<file path="src/rtl/gate_chain_sequencer.sv">
// gate_chain_sequencer
//
// Walks a chain of 2x2 complex gate matrices through an external 2x2 complex
// multiplier and keeps the running product acc = G_n * ... * G_1 * I. The
// newest gate is always applied on the left.
//
// Matrix ports are packed [row][col][re=0/im=1][18:0]. Each entry is a 19-bit
// signed fixed-point value with FRAC_BITS fractional bits.
//
// Ports
//   clk         single clock, rising edge
//   reset       asynchronous, active-low reset
//   start       begin a chain (taken only in IDLE)
//   gate_count  number of gates in the chain (sampled together with start)
//   abort       terminate the current chain (LOAD/MUL/WAIT)
//   gate_in     next gate matrix
//   gate_valid  gate_in is valid
//   gate_ready  sequencer accepts gate_in this cycle
//   mul_a       left multiplier operand (captured gate)
//   mul_b       right multiplier operand (accumulator)
//   mul_start   one-cycle kick to the multiplier
//   mul_result  multiplier product
//   mul_done    multiplier completed flag
//   acc_out     accumulated product
//   busy        high outside IDLE
//   done        one-cycle pulse; acc_out is final
//   error       sticky timeout/abort flag, cleared by the next accepted start
module gate_chain_sequencer #(
   parameter int FRAC_BITS = 16,
   parameter int CNT_W     = 8,
   parameter int TIMEOUT   = 15
) (
   input  logic                          clk,
   input  logic                          reset,
   input  logic                          start,
   input  logic [CNT_W-1:0]              gate_count,
   input  logic                          abort,
   input  logic [1:0][1:0][1:0][18:0]    gate_in,
   input  logic                          gate_valid,
   output logic                          gate_ready,
   output logic [1:0][1:0][1:0][18:0]    mul_a,
   output logic [1:0][1:0][1:0][18:0]    mul_b,
   output logic                          mul_start,
   input  logic [1:0][1:0][1:0][18:0]    mul_result,
   input  logic                          mul_done,
   output logic [1:0][1:0][1:0][18:0]    acc_out,
   output logic                          busy,
   output logic                          done,
   output logic                          error
);

   localparam int WAIT_W = (TIMEOUT < 1) ? 1 : $clog2(TIMEOUT + 1);
   localparam logic [18:0] ONE = 19'(1 << FRAC_BITS);
   // Packed order runs [1][1][1] down to [0][0][0]: only the two real
   // diagonal entries carry ONE.
   localparam logic [1:0][1:0][1:0][18:0] IDENT = {19'd0, ONE, 95'd0, ONE};

   typedef enum logic [2:0] {
      ST_IDLE,
      ST_LOAD,
      ST_MUL,
      ST_WAIT,
      ST_DONE
   } state_t;

   state_t                       state;
   state_t                       next_state;
   logic [1:0][1:0][1:0][18:0]   acc;
   logic [1:0][1:0][1:0][18:0]   g_reg;
   logic [CNT_W-1:0]             remaining;
   logic [WAIT_W-1:0]            wait_cnt;
   logic                         error_r;
   logic                         armed;

   logic                         accept_start;
   logic                         capture;
   logic                         take_result;
   logic                         set_error;
   logic                         inc_wait;

   assign mul_a   = g_reg;
   assign mul_b   = acc;
   assign acc_out = acc;
   assign error   = error_r;

   // State register.
   always_ff @(posedge clk or negedge reset) begin
      if (!reset) begin
         state <= ST_IDLE;
      end else begin
         state <= next_state;
      end
   end

   // Next-state and output decode. Abort is checked first in every working
   // state, so it wins over gate acceptance, mul_done and the timeout.
   // gate_ready is dropped while abort is high so a handshake is never seen
   // without the gate actually being captured. start is only honoured once
   // armed has been set, which is one edge after reset deasserts.
   always_comb begin
      next_state   = state;
      gate_ready   = 1'b0;
      mul_start    = 1'b0;
      busy         = 1'b1;
      done         = 1'b0;
      accept_start = 1'b0;
      capture      = 1'b0;
      take_result  = 1'b0;
      set_error    = 1'b0;
      inc_wait     = 1'b0;
      case (state)
         ST_IDLE: begin
            busy = 1'b0;
            if (start && armed) begin
               accept_start = 1'b1;
               next_state   = (gate_count == '0) ? ST_DONE : ST_LOAD;
            end
         end
         ST_LOAD: begin
            gate_ready = !abort;
            if (abort) begin
               set_error  = 1'b1;
               next_state = ST_DONE;
            end else if (gate_valid) begin
               capture    = 1'b1;
               next_state = ST_MUL;
            end
         end
         ST_MUL: begin
            mul_start = 1'b1;
            if (abort) begin
               set_error  = 1'b1;
               next_state = ST_DONE;
            end else begin
               next_state = ST_WAIT;
            end
         end
         ST_WAIT: begin
            if (abort) begin
               set_error  = 1'b1;
               next_state = ST_DONE;
            end else if (mul_done) begin
               take_result = 1'b1;
               next_state  = (remaining > CNT_W'(1)) ? ST_LOAD : ST_DONE;
            end else if (wait_cnt >= WAIT_W'(TIMEOUT)) begin
               set_error  = 1'b1;
               next_state = ST_DONE;
            end else begin
               inc_wait = 1'b1;
            end
         end
         ST_DONE: begin
            done       = 1'b1;
            next_state = ST_IDLE;
         end
         default: begin
            next_state = ST_IDLE;
         end
      endcase
   end

   // Datapath registers. acc only changes on an accepted start or a
   // completed multiply, and g_reg only on a gate handshake, so both
   // multiplier operands stay constant for the whole MUL/WAIT stretch.
   always_ff @(posedge clk or negedge reset) begin
      if (!reset) begin
         acc       <= IDENT;
         g_reg     <= '0;
         remaining <= '0;
         wait_cnt  <= '0;
         error_r   <= 1'b0;
         armed     <= 1'b0;
      end else begin
         armed <= 1'b1;
         if (accept_start) begin
            acc       <= IDENT;
            remaining <= gate_count;
            error_r   <= 1'b0;
         end
         if (capture) begin
            g_reg <= gate_in;
         end
         if (take_result) begin
            acc       <= mul_result;
            remaining <= remaining - CNT_W'(1);
         end
         if (set_error) begin
            error_r <= 1'b1;
         end
         if (state == ST_MUL) begin
            wait_cnt <= '0;
         end else if (inc_wait) begin
            wait_cnt <= wait_cnt + WAIT_W'(1);
         end
      end
   end

endmodule

</file>
<file path="config.mk">
export PLATFORM = sky130hd
export DESIGN_NAME = gate_chain_sequencer
export DESIGN_NICKNAME = d
export VERILOG_FILES = /design/src/rtl/gate_chain_sequencer.sv
export SDC_FILE = /design/constraint.sdc
export NUM_CORES = 1
export LEC_CHECK = 0
export ABC_AREA = 1
export CAP_MARGIN = 20
export CELL_PAD_IN_SITES_DETAIL_PLACEMENT = 1
export CELL_PAD_IN_SITES_GLOBAL_PLACEMENT = 1
export CORE_AREA = 2 2 307 309
export CTS_CLUSTER_SIZE = 12
export DETAILED_ROUTE_END_ITERATION = 16
export DIE_AREA = 0 0 309 311
export PLACE_DENSITY_LB_ADDON = 0.3
export SYNTH_ARGS = -nofsm -noshare
export SYNTH_HDL_FRONTEND = slang
export SYNTH_SLANG_ARGS = --single-unit
</file>
<file path="constraint.sdc">
create_clock -name clk -period 2 [get_ports clk]
set_clock_uncertainty 0.05 [all_clocks]
set_input_delay 0.6 -clock clk [delete_from_list [all_inputs] [get_ports clk]]
set_output_delay 0.6 -clock clk [all_outputs]
set_load 0.01 [all_outputs]
</file>
==> flow_summary_export.csv <==
group,metric,value,unit
synth,yosys-mux-area-fraction,0,
setup_path,arrival,1460,ps
setup_path,worst-r2r-setup-slack,130,ps
drt,num_vias,12600,
synth,synth_xor_area_frac,0.00260,
power,ir_drop,0.529,mV
clock_network,cts_tree,"done",
synth,synthAdderAreaFrac,0.00279,
drt,routed_wl,65200,um
floorplanning,num_rows,112,
outcome,violations,"setup timing",
setup_path,start_kind,"flip-flop",
drt,drt-initial-drc-count,486,
synth,synth_cell_type_count,28,
synth,syn_nets,1633,
sta,min_period,2110,ps
power,power_density,1200,nW/um2
sta,fin_tns_setup,-396,ps
drt,first_pass_iters,4,
sta,slew_viol_final,0,
placement,numPortBuffers,778,
grt,grt_pass1_vias,13800,
synth,ys_seq_elements,321,
run,drv_cap,0,
finish,synthToLayoutAreaGrowth,73.6,%
setup_path,cp-end-kind,"output port",
grt,antenna_found_initial,21,
drt,route.detailed.drc,0,
synth,mappedNetlistArea,13500,um2
floorplanning,dieArea,96100,um2
synth,synth_top_family_by_area,"simple AND/OR/NAND/NOR gates",
setup_path,worst_path_largest_cell_delay,400,ps
synth,netlist_instances,1312,
clock_network,insertion_delay,550,ps
power,p_leak,12.4,nW
grt,grt_start_max_net_pins,72,
floorplanning,start_util,0.145,
drt,detail_route.wl_per_cell,19.5,um
drt,ant_nets,0,
finish,nFillCells,10800,
placement,dp_hpwl,50500,um
sta,setup_viol,4,
drt,viasPerCell,3.77,
clock_network,cts_root_buf,"clkbuf_16",
floorplanning,ioPinCount,779,
clock_network,cts_sinks,321,
grt,grt_overflow,0,
clock_network,numCtsBuffers,41,
synth,synth-compound-area-share,0.102,
synth,ys_warn_count,0,
sta,rsz0062_at_grt,"true",
outcome,status,"finished, violations left",
sta,hold_viol,0,
grt,gr-usage-all-layers,0.132,
setup_path,critical_path_buf_inv_count,3,
sta,fin_ws,-114,ps
setup_path,crit_chain,"buf_6 > nor2_4 > nand3_4 > clkinv_4 > buf_12",
synth,ys_seq_area_frac,0.597,
grt,grt_pass1_wl,95100,um
clock_network,clockBufferDepth,3,
setup_path,cp_top_family,"flip-flops",
synth,syn_area_per_cell,10.3,um2
setup_path,criticalPathCategory,"flip-flop to output port",
clock_network,cts_htree_levels,2,
setup_path,required,1350,ps
power,power,0.0279,W
min_path,min-delay-path-class,"input pin to flip-flop",
setup_path,path_max_fanout,3,
floorplanning,die_x,309,um
clock_network,clk_pin_slew_worst_paths,60,ps
finish,nNetsFinal,2367,
placement,place.gp.congestion,0.785,
finish,drive_above_1_share,0.139,
setup_path,crit_slowest_cell,"dfrtp_1",
floorplanning,die_y,311,um
synth,synthSimpleGateAreaFrac,0.176,
sta,max_freq,473,MHz
floorplanning,core_area,92800,um2
sta,final.period_utilization,1.06,
[metrics by stage]
stage                util  std cells  hold WS (ps)  setup WS, ps  area [um2]
detailed placement  0.240       3201           408          -344       22200
finish              0.252       3338           399          -114       23400
CTS                 0.251       3326           350          -237       23300
global placement    0.240       3201           404          -355       22200
global route        0.252       3336           374          -205       23400
floorplan               -       1312           254           168       13500
[synthesized netlist by cell type]
cell      count  area share
o21ai_1       1     0.00037
dfrtp_1     319        0.59
nand2_2       2     0.00093
dfstp_2       2      0.0039
buf_6         1     0.00084
buf_2        37       0.014
clkbuf_1     30      0.0084
a21oi_1       1     0.00037
nand4_1       1     0.00046
conb_1        1     0.00028
xor2_1        3      0.0020
ha_1          3      0.0028
nor2_2        1     0.00046
buf_1        10      0.0028
nand3_1     175       0.065
nand2_1     351       0.098
nor3_1        3      0.0011
o21ai_0       5      0.0019
nor2_1       32      0.0089
o211ai_1      2      0.0011
a22o_1      150       0.098
inv_1        18      0.0050
nor2_4        2      0.0017
buf_4       156       0.087
inv_2         3     0.00084
o31ai_1       1     0.00056
a22oi_1       1     0.00056
xnor2_1       1     0.00065
[sequential cells by signal (all words and copies together) (netlist names)]
name and count:
acc_out 152, mul_a 152, remaining 8, wait_cnt 4, state 3, armed 1, error 1
[report_power, final]
part	total, W	internal [W]	switching, W	leakage, nW
Sequential	0.0101	0.00862	0.00145	4.18
Clock	0.00732	0.00435	0.00296	0.645
Combinational	0.0106	0.00502	0.00554	7.57
Total	0.0279	0.0180	0.00995	12.4
[cells in the final DEF (no fill, tap or decap), drive strengths merged, types with 9 or more instances in the layout]
cell type / netlist / final
a22o: 150 / 150
clkbuf: 30 / 61
inv: 21 / 20
dfrtp: 319 / 319
nand2: 353 / 353
diode: 0 / 9
nor2: 35 / 35
buf: 204 / 183
dlygate4sd2: 0 / 418
clkdlybuf4s50: 0 / 314
clkinv: 0 / 10
nand3: 175 / 175
[layer usage]
| metal | part of all wire | GRT usage |
|---|---|---|
| met5 | 0.00069 | 0 |
| met4 | 0.022 | 0.0392 |
| met3 | 0.095 | 0.0512 |
| met2 | 0.50 | 0.232 |
| met1 | 0.38 | 0.146 |
[cells by family (layout without fill, tap and decap cells)]
logic type	Yosys count	in the layout
xor+xnor	4	4
simple gates	567	567
flops	321	321
fa+ha+maj	3	3
buf+inv	255	1018
other cells	1	10
compound gates	161	161
[worst paths after layout]
check | start | to | cells past startpoint
min in group asynchronous | reset | mul_a[110] | 2
worst min-delay path | gate_valid | mul_a[99] | 3
worst max register to register | state[1] | acc_out[32] | 9
worst max-delay path | state[1] | gate_ready | 5
worst min register to register | mul_a[60] | mul_a[60] | 2
max in group asynchronous | reset | acc_out[42] | 3
[timing repair]
| item | 4_1_cts | 5_1_grt |
|---|---|---|
| hold buffers | 1 | 0 |
| pin swaps | 2 | 1 |
| hold endpoints to repair | 14 | 0 |
| resized for setup | 617 | 5 |
| buffers inserted | 52 | 3 |
| setup endpoints to repair | 461 | 6 |
[layout make-up]
| class | count | area (um2) | area share |
|---|---|---|---|
| repair buffers | 925 | 8460 | 0.362 |
| flip-flops and latches | 321 | 8060 | 0.345 |
| multi-input cells | 736 | 3870 | 0.165 |
| well taps | 1254 | 1570 | 0.0671 |
| clock buffers | 59 | 1180 | 0.0506 |
| clock inverters | 13 | 124 | 0.00530 |
| inverters | 21 | 83.8 | 0.00359 |
| diodes | 9 | 22.5 | 0.000963 |
[worst register-to-register path: stages (launching register included)]
cell     delay, ps
dfrtp_1        400
buf_6          130
buf_4          140
buf_4          130
nand3_1        120
nor2_4          70
nor2_4         120
buf_12         170
buf_12         270
a22o_1         200
(Power assumes the default switching activity.)
